$ cat config.mk
export PLATFORM = sky130hd
export DESIGN_NAME = retire_trace_monitor
export DESIGN_NICKNAME = d
export VERILOG_FILES = /design/src/rtl/retire_trace_pkg.sv /design/src/rtl/retire_trace_monitor_fifo.sv /design/src/rtl/retire_trace_monitor.sv
export SDC_FILE = /design/constraint.sdc
export NUM_CORES = 1
export LEC_CHECK = 0
export ABC_AREA = 1
export BUFFER_PORTS_ARGS = -buffer_cell sky130_fd_sc_hd__buf_4
export CAP_MARGIN = 20
export CORE_AREA = 4 4 213 422
export CTS_BUF_LIST = sky130_fd_sc_hd__clkbuf_8
export CTS_CLUSTER_DIAMETER = 30
export DETAILED_ROUTE_END_ITERATION = 16
export DIE_AREA = 0 0 217 426
export PLACE_DENSITY = 0.54
export REMOVE_ABC_BUFFERS = 1
export SLEW_MARGIN = 20
export SYNTH_ARGS = -nofsm -noshare
export SYNTH_HDL_FRONTEND = slang
export SYNTH_SLANG_ARGS = --single-unit
$ cat constraint.sdc
create_clock -name clk -period 6.2 [get_ports clk]
set_input_delay 1.24 -clock clk [delete_from_list [all_inputs] [get_ports clk]]
set_output_delay 1.24 -clock clk [all_outputs]
set_load 0.01 [all_outputs]
$ cat src/rtl/retire_trace_pkg.sv
// Shared types for the retire trace monitor: record layout, kind encoding and FSM states.
// The record is 71 bits, packed MSB first as {inum, kind, pc, reg, value, addr}.
package retire_trace_pkg;

  localparam int INUM_W  = 16;
  localparam int KIND_W  = 3;
  localparam int PC_W    = 16;
  localparam int REG_W   = 4;
  localparam int VALUE_W = 16;
  localparam int ADDR_W  = 16;

  typedef enum logic [KIND_W-1:0] {
    KIND_NOP   = 3'd0,
    KIND_REG   = 3'd1,
    KIND_LOAD  = 3'd2,
    KIND_STORE = 3'd3,
    KIND_HALT  = 3'd4
  } kind_e;

  typedef enum logic [1:0] {
    IDLE    = 2'd0,
    RUN     = 2'd1,
    HALTED  = 2'd2,
    TIMEOUT = 2'd3
  } state_e;

  typedef struct packed {
    logic [INUM_W-1:0]  inum;
    kind_e              kind;
    logic [PC_W-1:0]    pc;
    logic [REG_W-1:0]   rd;
    logic [VALUE_W-1:0] value;
    logic [ADDR_W-1:0]  addr;
  } rec_t;

  localparam int REC_W = $bits(rec_t);

  // A register write that also reads memory is a load; it outranks halt and store.
  function automatic kind_e classify(input logic reg_write, input logic mem_read,
                                     input logic halt, input logic mem_write);
    if (reg_write && mem_read) return KIND_LOAD;
    if (reg_write)             return KIND_REG;
    if (halt)                  return KIND_HALT;
    if (mem_write)             return KIND_STORE;
    return KIND_NOP;
  endfunction

endpackage

$ cat src/rtl/retire_trace_monitor_fifo.sv
// First-word-fall-through FIFO holding trace records; pointers wrap modulo DEPTH and a
// separate count register tells full from empty.
module trace_fifo #(
  parameter int DATA_W = 71,
  parameter int DEPTH  = 8
) (
  input  logic                     clk,
  input  logic                     rst,
  input  logic                     i_push,
  input  logic [DATA_W-1:0]        i_wdata,
  input  logic                     i_pop,
  output logic [DATA_W-1:0]        o_rdata,
  output logic                     o_full,
  output logic                     o_empty,
  output logic [$clog2(DEPTH):0]   o_count
);

  localparam int PTR_W = $clog2(DEPTH);

  logic [DATA_W-1:0] r_mem [DEPTH];
  logic [PTR_W-1:0]  r_wr_ptr;
  logic [PTR_W-1:0]  r_rd_ptr;
  logic [PTR_W:0]    r_count;
  logic              w_do_pop;
  logic              w_do_push;

  assign o_full    = (r_count == (PTR_W+1)'(DEPTH));
  assign o_empty   = (r_count == '0);
  assign o_count   = r_count;
  assign w_do_pop  = i_pop && !o_empty;
  // A full FIFO still accepts a write when the head leaves on the same edge.
  assign w_do_push = i_push && (!o_full || w_do_pop);
  assign o_rdata   = o_empty ? '0 : r_mem[r_rd_ptr];

  always_ff @(posedge clk) begin
    if (w_do_push) r_mem[r_wr_ptr] <= i_wdata;
  end

  always_ff @(posedge clk or posedge rst) begin
    if (rst) begin
      r_wr_ptr <= '0;
      r_rd_ptr <= '0;
      r_count  <= '0;
    end else begin
      if (w_do_push) r_wr_ptr <= r_wr_ptr + 1'b1;
      if (w_do_pop)  r_rd_ptr <= r_rd_ptr + 1'b1;
      case ({w_do_push, w_do_pop})
        2'b10:   r_count <= r_count + 1'b1;
        2'b01:   r_count <= r_count - 1'b1;
        default: r_count <= r_count;
      endcase
    end
  end

endmodule

$ cat src/rtl/retire_trace_monitor.sv
// Captures one record per retiring cycle while the CPU runs, queues it for the record
// stream, and keeps instruction/cycle statistics, a watchdog and overflow status.
module retire_trace_monitor
  import retire_trace_pkg::*;
#(
  parameter int DEPTH       = 8,
  parameter int CYCLE_LIMIT = 100000
) (
  input  logic             clk,
  input  logic             rst,
  input  logic             en,
  input  logic [15:0]      pc,
  input  logic             reg_write,
  input  logic [3:0]       write_reg,
  input  logic [15:0]      write_data,
  input  logic             mem_read,
  input  logic             mem_write,
  input  logic [15:0]      mem_addr,
  input  logic [15:0]      mem_data,
  input  logic             halt,
  output logic             rec_valid,
  input  logic             rec_ready,
  output logic [REC_W-1:0] rec_data,
  output logic [15:0]      inst_count,
  output logic [31:0]      cycle_count,
  output logic             done,
  output logic             timeout,
  output logic             overflow,
  output logic [7:0]       drop_count
);

  state_e                 r_state;
  state_e                 w_next_state;
  logic [15:0]            r_inst_count;
  logic [31:0]            r_cycle_count;
  logic [31:0]            w_cycle_next;
  logic                   r_done;
  logic                   r_overflow;
  logic [7:0]             r_drop_count;
  logic                   w_capture;
  logic                   w_pop;
  logic                   w_push;
  logic                   w_drop;
  logic                   w_full;
  logic                   w_empty;
  logic [$clog2(DEPTH):0] w_count;
  kind_e                  w_kind;
  rec_t                   w_rec;

  assign w_capture    = (r_state == RUN) && en;
  assign w_kind       = classify(reg_write, mem_read, halt, mem_write);
  assign w_cycle_next = (&r_cycle_count) ? r_cycle_count : r_cycle_count + 32'd1;
  assign w_pop        = rec_valid && rec_ready;
  assign w_push       = w_capture && (!w_full || w_pop);
  assign w_drop       = w_capture && w_full && !w_pop;

  always_comb begin
    w_rec      = '0;
    w_rec.inum = r_inst_count;
    w_rec.kind = w_kind;
    w_rec.pc   = pc;
    case (w_kind)
      KIND_REG: begin
        w_rec.rd    = write_reg;
        w_rec.value = write_data;
      end
      KIND_LOAD: begin
        w_rec.rd    = write_reg;
        w_rec.value = write_data;
        w_rec.addr  = mem_addr;
      end
      KIND_STORE: begin
        w_rec.value = mem_data;
        w_rec.addr  = mem_addr;
      end
      default: ;
    endcase
  end

  // Halt is checked before the watchdog so a halt on the limit cycle ends cleanly.
  always_comb begin
    w_next_state = r_state;
    case (r_state)
      IDLE: if (en) w_next_state = RUN;
      RUN: begin
        if (!en)                                  w_next_state = IDLE;
        else if (w_kind == KIND_HALT)             w_next_state = HALTED;
        else if (w_cycle_next == 32'(CYCLE_LIMIT)) w_next_state = TIMEOUT;
      end
      default: ;
    endcase
  end

  always_ff @(posedge clk or posedge rst) begin
    if (rst) begin
      r_state       <= IDLE;
      r_inst_count  <= '0;
      r_cycle_count <= '0;
      r_done        <= 1'b0;
      r_overflow    <= 1'b0;
      r_drop_count  <= '0;
    end else begin
      r_state <= w_next_state;
      r_done  <= ((r_state == HALTED) || (r_state == TIMEOUT)) && (w_count == '0);
      if (w_capture) begin
        r_inst_count  <= r_inst_count + 16'd1;
        r_cycle_count <= w_cycle_next;
      end
      if (w_drop) begin
        r_overflow <= 1'b1;
        if (r_drop_count != 8'hFF) r_drop_count <= r_drop_count + 8'd1;
      end
    end
  end

  trace_fifo #(
    .DATA_W (REC_W),
    .DEPTH  (DEPTH)
  ) u_fifo (
    .clk     (clk),
    .rst     (rst),
    .i_push  (w_push),
    .i_wdata (w_rec),
    .i_pop   (w_pop),
    .o_rdata (rec_data),
    .o_full  (w_full),
    .o_empty (w_empty),
    .o_count (w_count)
  );

  assign rec_valid   = !w_empty;
  assign inst_count  = r_inst_count;
  assign cycle_count = r_cycle_count;
  assign done        = r_done;
  assign timeout     = (r_state == TIMEOUT);
  assign overflow    = r_overflow;
  assign drop_count  = r_drop_count;

endmodule
==> implementation parameters, run 1 <==
Parameter                              Value

Outcome
  Outcome    finished clean

Run
  Max Cap Viol    0

STA
  Sum of negative setup slack    0 ns
  Worst hold slack    0.471 ns
  Highest clock frequency the design can meet    202 MHz
  Normalized max-slew margin    27.4%
  Slew at the pin closest to its max-slew limit    1.08 ns
  Final Hold Fails    0
  Final-report setup violation count    0
  Final Critical Period    4.96 ns
  Final critical-path share of the clock period    80.0%
  Unrepaired setup endpoints after global routing    no
  Clock tree skew after final layout    0.0552 ns
  Count of final max-slew check failures    0

GRT
  Number of global-route vias before repair    18,600
  First-pass GRT wire length    112,000 um
  GR Util met3    3.85%
  Maximum number of pins on one net before global-route repair    203
  GRT met1 Usage    18.1%
  Gr busiest metal    met2
  Congestion Overflow GR    0
  Global Route Usage Sum    15.8%
  GRT met2 Usage    28.5%
  Number of antenna violations at the first check in global routing    2

Setup path
  Signal arrival time at the worst endpoint    3.72 ns
  Cell type of the slowest stage on the worst timing path    dfrtp_4
  Cell repeated most along the worst path    o21ai_0
  Cell Chain, Critical Path    inv_4 > buf_12 > o21ai_0 > o22ai_1 > o21ai_0 > a31oi_1 > buf_4
  Critical path data required time    4.96 ns
  Classification of the worst setup path    flip-flop to primary output
  Crit. End Element    primary output
  Longest individual stage delay on the worst path    0.80 ns
  Largest delay contributor family on the critical path    buffers and inverters
  Worst Reg2Reg Path Length in Cells    8
  Crit-path max FO    67
  Crit path depth    7
  Buf/Inv on CP    3
  Launching element type of the critical path    flip-flop

Logic synthesis
  Most area-hungry cell type in the Yosys netlist    edfxtp_1
  Commonest register cell after synthesis    edfxtp_1
  Post-synth cell types    41
  Most frequent cell after synthesis    edfxtp_1
  Post-Syn Instances    2,326
  #FFs+latches synth    638
  Asr flop ratio synth    11.0%
  Mean area per synthesized cell    11.4 um2
  Commonest cells post-synth    568 x edfxtp_1, 530 x nor2_1, 406 x o21ai_0
  Post-synthesis sequential area ratio    70.7%
  Number of synthesized flops with an enable pin    568
  Synth area leaders    edfxtp_1 64%, o21ai_0 7.6%, nor2_1 7.5%
  Top-area cell type share of the netlist area    64.1%
  Synthesis Warnings    0
  Total standard cell area after synthesis    26,600 um2

Layout
  Proportion of layout cells with a drive suffix above 1    16.4%
  Core utilization of the finished layout    36.3%
  Final Net Count    2,610
  Design area    31,600 um2
  Area growth from synthesis to final layout    18.7%

Floorplan
  Starting density of the core    30.6%
  Placement Rows    153
  Io pins    207
  DIE AREA    92,400 um2
  Core area    86,900 um2
  Width of the die    217 um
  Height of the die    426 um

Detailed routing
  Post-route DRC violation count    0
  DRT iter0 DRCs    1,091
  Average wire per standard cell    19.8 um
  Average vias per placed instance    4.86
  Vias after detailed routing    18,400
  Pre-antenna DRT Iters    5
  Overall routed net length    74,800 um
  Final antenna-violating net count    0

Pwr
  Power density cells    399 nW/um2
  Power, Total    12.6 mW
  Peak VDD IR    0.374 mV
  Leakage power of the design    11.3 nW

CTS
  Root buffer selected by CTS    clkbuf_8
  Number of H-tree levels    3
  Cts-stage hold buffer count    0
  Num Clock Sinks    638
  Setup repair bufs after CTS    0
  CTS tree    yes
  Maximum number of buffers from clock root to sink    3
  Total clock buffers created by CTS    104
  Worst-Skew Late Latency    0.76 ns
  Cells resized by post-CTS repair    0
  Clock transition at the registers of the reported paths    0.07 ns

Place
  Number of I/O port buffers    206
  Placer's final routability congestion estimate    0.911
  Detailed Place HPWL    42,100 um
  Placed cell area    29,400 um2

Min path
  Min-Delay Path Class    primary input to async pin
[per-stage QoR]
step                      cells  worst slack (ns)
after floorplan            2180             -5.90
after CTS                  3772              1.06
final                      3775              1.24
after global routing       3775             0.966
after detailed placement   3579              1.84
after global placement     3579              1.89
[cells in the final DEF (no fill, tap or decap), drive strengths merged]
cell type	netlist	layout
a211oi	1	1
a21oi	2	2
a31oi	72	72
buf	37	239
bufinv	0	9
clkbuf	109	104
clkinv	2	44
clkinvlp	0	7
dfrtp	70	70
diode	0	1
edfxtp	568	568
fa	1	1
ha	8	8
inv	100	131
nand2	231	231
nand3	51	51
nand3b	9	9
nand4	5	5
nor2	537	537
nor3	4	4
nor3b	2	2
nor4	1	1
o21a	1	1
o21ai	406	406
o21bai	2	2
o22ai	71	71
o31ai	1	1
or2	2	2
xnor2	10	10
xor2	23	23
[logic make-up (layout without fill, tap and decap cells)]
| family | Yosys count | in the layout | synth area share, % |
|---|---|---|---|
| flip-flops | 638 | 638 | 70.7 |
| XOR/XNOR | 33 | 33 | 1.09 |
| adder cells (fa/ha/maj) | 9 | 9 | 0.452 |
| AND/OR/NAND/NOR | 842 | 842 | 12.7 |
| other | 0 | 1 | 0 |
| AO/OA/AOI/OAI | 556 | 556 | 11.2 |
| buffers and inverters | 248 | 534 | 3.89 |
[registers in the layout (all words and copies together), names as in the netlist]
register / count
cycle_count: 32
done: 1
drop_count: 8
inst_count: 16
overflow: 1
r_state: 2
u_fifo.o_count: 4
u_fifo.r_mem: 568
u_fifo.r_rd_ptr: 3
u_fifo.r_wr_ptr: 3
[routing by layer]
layer / vias to the layer above / wire [um]
met2: 510 / 38400
met4: 0 / 2430
met1: 9093 / 29500
met5: - / 0
li1: 8616 / -
met3: 135 / 4420
[final cells by class]
class | count | area [um2]
fill | 8603 | 55300
sequential | 638 | 18800
multi-input combinational | 1440 | 6840
timing repair buffer | 239 | 1900
tap | 1162 | 1450
clock buffer | 104 | 1430
clock inverter | 89 | 734
inverter | 102 | 399
antenna | 1 | 2.50
[power by group]
part	internal (mW)	leakage [nW]	switching, mW	total [mW]
Combinational	1.42	4.35	2.56	3.98
Clock	2.00	1.17	1.79	3.79
Sequential	4.70	5.76	0.133	4.83
[final timing paths]
kind / slack, ns / endpoint / start
setup / recovery: 1.24 / rec_data[35] / u_fifo.r_rd_ptr[1]
setup reg to reg: 2.65 / u_fifo.r_mem[0][8] / u_fifo.o_count[2]
min in group clk: 0.49 / overflow / overflow
hold / removal: 0.47 / drop_count[4] / rst
max in group asynchronous: 4.72 / u_fifo.r_rd_ptr[0] / rst
hold reg to reg: 0.49 / overflow / overflow
Note: power is estimated with default switching activity, not from simulation.
==> run 2: changes to the inputs <==
- ABC_AREA: 1 -> 0
- CORE_AREA: 4 4 213 422 -> 4 4 209 415
- DIE_AREA: 0 0 217 426 -> 0 0 213 419
- PLACE_DENSITY: 0.54 -> 0.55
- clock period: 6.2 -> 4.9 ns (I/O delays scaled with it)
==> implementation parameters, run 2 <==
Parameter                              Value

Floorplan
  Starting density of the core    30.8%
  Core area    83,500 um2
  Width of the die    213 um
  Placement Rows    150
  Height of the die    419 um
  DIE AREA    89,200 um2
  Io pins    207

Setup path
  Longest individual stage delay on the worst path    0.73 ns
  Crit-path max FO    44
  Cell Chain, Critical Path    buf_12 > mux4_2 > mux2i_1 > nor2_1 > buf_4
  Cell type of the slowest stage on the worst timing path    dfrtp_4
  Critical path data required time    3.92 ns
  Largest delay contributor family on the critical path    multiplexers
  Classification of the worst setup path    flip-flop to primary output
  Buf/Inv on CP    2
  Launching element type of the critical path    flip-flop
  Signal arrival time at the worst endpoint    3.03 ns
  Crit. End Element    primary output

GRT
  Congestion Overflow GR    0
  Number of global-route vias before repair    15,200
  First-pass GRT wire length    96,200 um
  Number of antenna violations at the first check in global routing    1
  Maximum number of pins on one net before global-route repair    72
  Global Route Usage Sum    14.5%

STA
  Final critical-path share of the clock period    81.9%
  Unrepaired setup endpoints after global routing    no
  Count of final max-slew check failures    0
  Normalized max-slew margin    33.1%
  Highest clock frequency the design can meet    249 MHz
  Clock tree skew after final layout    0.0426 ns
  Final Hold Fails    0
  Worst hold slack    0.444 ns
  Final Critical Period    4.01 ns
  Slew at the pin closest to its max-slew limit    1.00 ns
  Final-report setup violation count    0

Logic synthesis
  Xor/xnor share of the synthesized area    2.18%
  #FFs+latches synth    638
  Dominant combinational cell family by area after synthesis    multiplexers
  Post-synthesis share of cell area spent on full adders, half adders and majority gates    0.467%
  Post-synth cell types    56
  Synthesized-area fraction occupied by ao, oa, aoi and oai cells    1.58%
  Commonest register cell after synthesis    edfxtp_1
  Mean area per synthesized cell    18.8 um2
  Multiplexer fraction of the synthesized cell area    15.5%
  Most frequent cell after synthesis    edfxtp_1
  Area fraction in and, or, nand and nor cells after synthesis    5.56%
  Synth area leaders    edfxtp_1 66%, mux4_2 12%, dfrtp_1 6.8%
  Post-synthesis sequential area ratio    73.1%
  Synthesis Warnings    0
  Most area-hungry cell type in the Yosys netlist    edfxtp_1
  Post-Syn Instances    1,366
  Top-area cell type share of the netlist area    66.3%
  Total standard cell area after synthesis    25,700 um2
  Asr flop ratio synth    11.0%
  Commonest cells post-synth    568 x edfxtp_1, 142 x mux4_2, 114 x nor2_1
  Number of synthesized flops with an enable pin    568

Place
  Detailed Place HPWL    38,300 um
  Placer's final routability congestion estimate    0.864
  Placed cell count    2,592
  Number of I/O port buffers    206
  Placed cell area    28,700 um2

CTS
  Total clock buffers created by CTS    101
  Maximum number of buffers from clock root to sink    3
  Cts-stage hold buffer count    0
  Cells resized by post-CTS repair    0
  Setup repair bufs after CTS    0
  Num Clock Sinks    638
  Worst-Skew Late Latency    0.71 ns
  Number of H-tree levels    3
  Clock transition at the registers of the reported paths    0.06 ns
  Root buffer selected by CTS    clkbuf_8
  CTS tree    yes

Detailed routing
  Average wire per standard cell    23.2 um
  Average vias per placed instance    4.91
  Pre-antenna DRT Iters    5
  Vias after detailed routing    13,600
  Final antenna-violating net count    0
  DRT iter0 DRCs    609
  Post-route DRC violation count    0
  Overall routed net length    64,500 um

Pwr
  Power, Total    15.7 mW
  Peak VDD IR    0.312 mV
  Power density cells    512 nW/um2
  Leakage power of the design    10.9 nW

Layout
  Register Area    18,800 um2
  Design area    30,700 um2
  Finished Layout Cells    2,776
  Most frequent standard cell in the layout excluding fill and tap cells    edfxtp_1
  Flip-flop count of the largest register, all copies and words added    568
  Area growth from synthesis to final layout    19.3%
  Final Net Count    1,716
  # fillers    7,776
  Top library cells by usage in the layout, fill and taps aside    568 x edfxtp_1, 234 x buf_4, 142 x mux4_2
  Register with the most flip-flops    u_fifo.r_mem
  Core utilization of the finished layout    36.8%
  Proportion of layout cells with a drive suffix above 1    32.3%
  Area of the multi-input gates    6580 um2

Outcome
  Outcome    finished clean

Run
  Max Cap Viol    0

Min path
  Min-Delay Path Class    primary input to async pin
[run 2: routing by layer]
metal | track usage, % | part of all wire (%)
met1 | 16.9 | 38
met2 | 25.7 | 53
met3 | 3.47 | 6.3
met4 | 5.52 | 3.1
met5 | 0 | 0
[run 2: final cells by class]
cell class	count	share of cell area [%]
Tap cell	1064	4.33
Multi-Input combinational cell	636	21.4
Sequential cell	638	61.3
Clock buffer	102	4.57
Timing Repair Buffer	240	6.11
Antenna cell	1	0.00815
Clock inverter	81	2.10
Inverter	14	0.171
[run 2: worst paths after layout]
kind                       cells after the start  slack [ns]                from         endpoint
max reg2reg                                    8        1.80      cycle_count[0]       r_state[1]
min reg2reg                                    1        0.47            overflow         overflow
max in group asynchronous                      3        3.38                 rst  cycle_count[30]
max                                            5        0.89  u_fifo.r_rd_ptr[0]     rec_data[52]
min in group clk                               1        0.47            overflow         overflow
min                                            2        0.44                 rst   inst_count[10]
[run 2: kinds of logic (layout without fill, tap and decap cells)]
logic type | after synthesis | in the layout
DFF | 638 | 638
and+or+nand+nor | 286 | 286
muxes | 221 | 221
buffers and inverters | 92 | 437
xor gates and xnor gates | 64 | 64
AOI/OAI and AO/OA | 56 | 56
adders and majority gates | 9 | 9
other | 0 | 1
[run 2: power breakdown]
| group | internal, mW | switching, mW | leakage [nW] |
|---|---|---|---|
| combinational | 2.28 | 2.30 | 3.66 |
| clock | 2.45 | 2.13 | 1.10 |
| sequential | 6.20 | 0.371 | 6.16 |
| total | 10.9 | 4.80 | 10.9 |
[run 2: metrics by stage]
step,TNS [ns],worst slack [ns]
2_1_floorplan,-660.10,-2.53
6_report,0,0.886
4_1_cts,0,0.743
3_5_place_dp,0,1.44
3_3_place_gp,0,1.54
5_1_grt,0,0.632
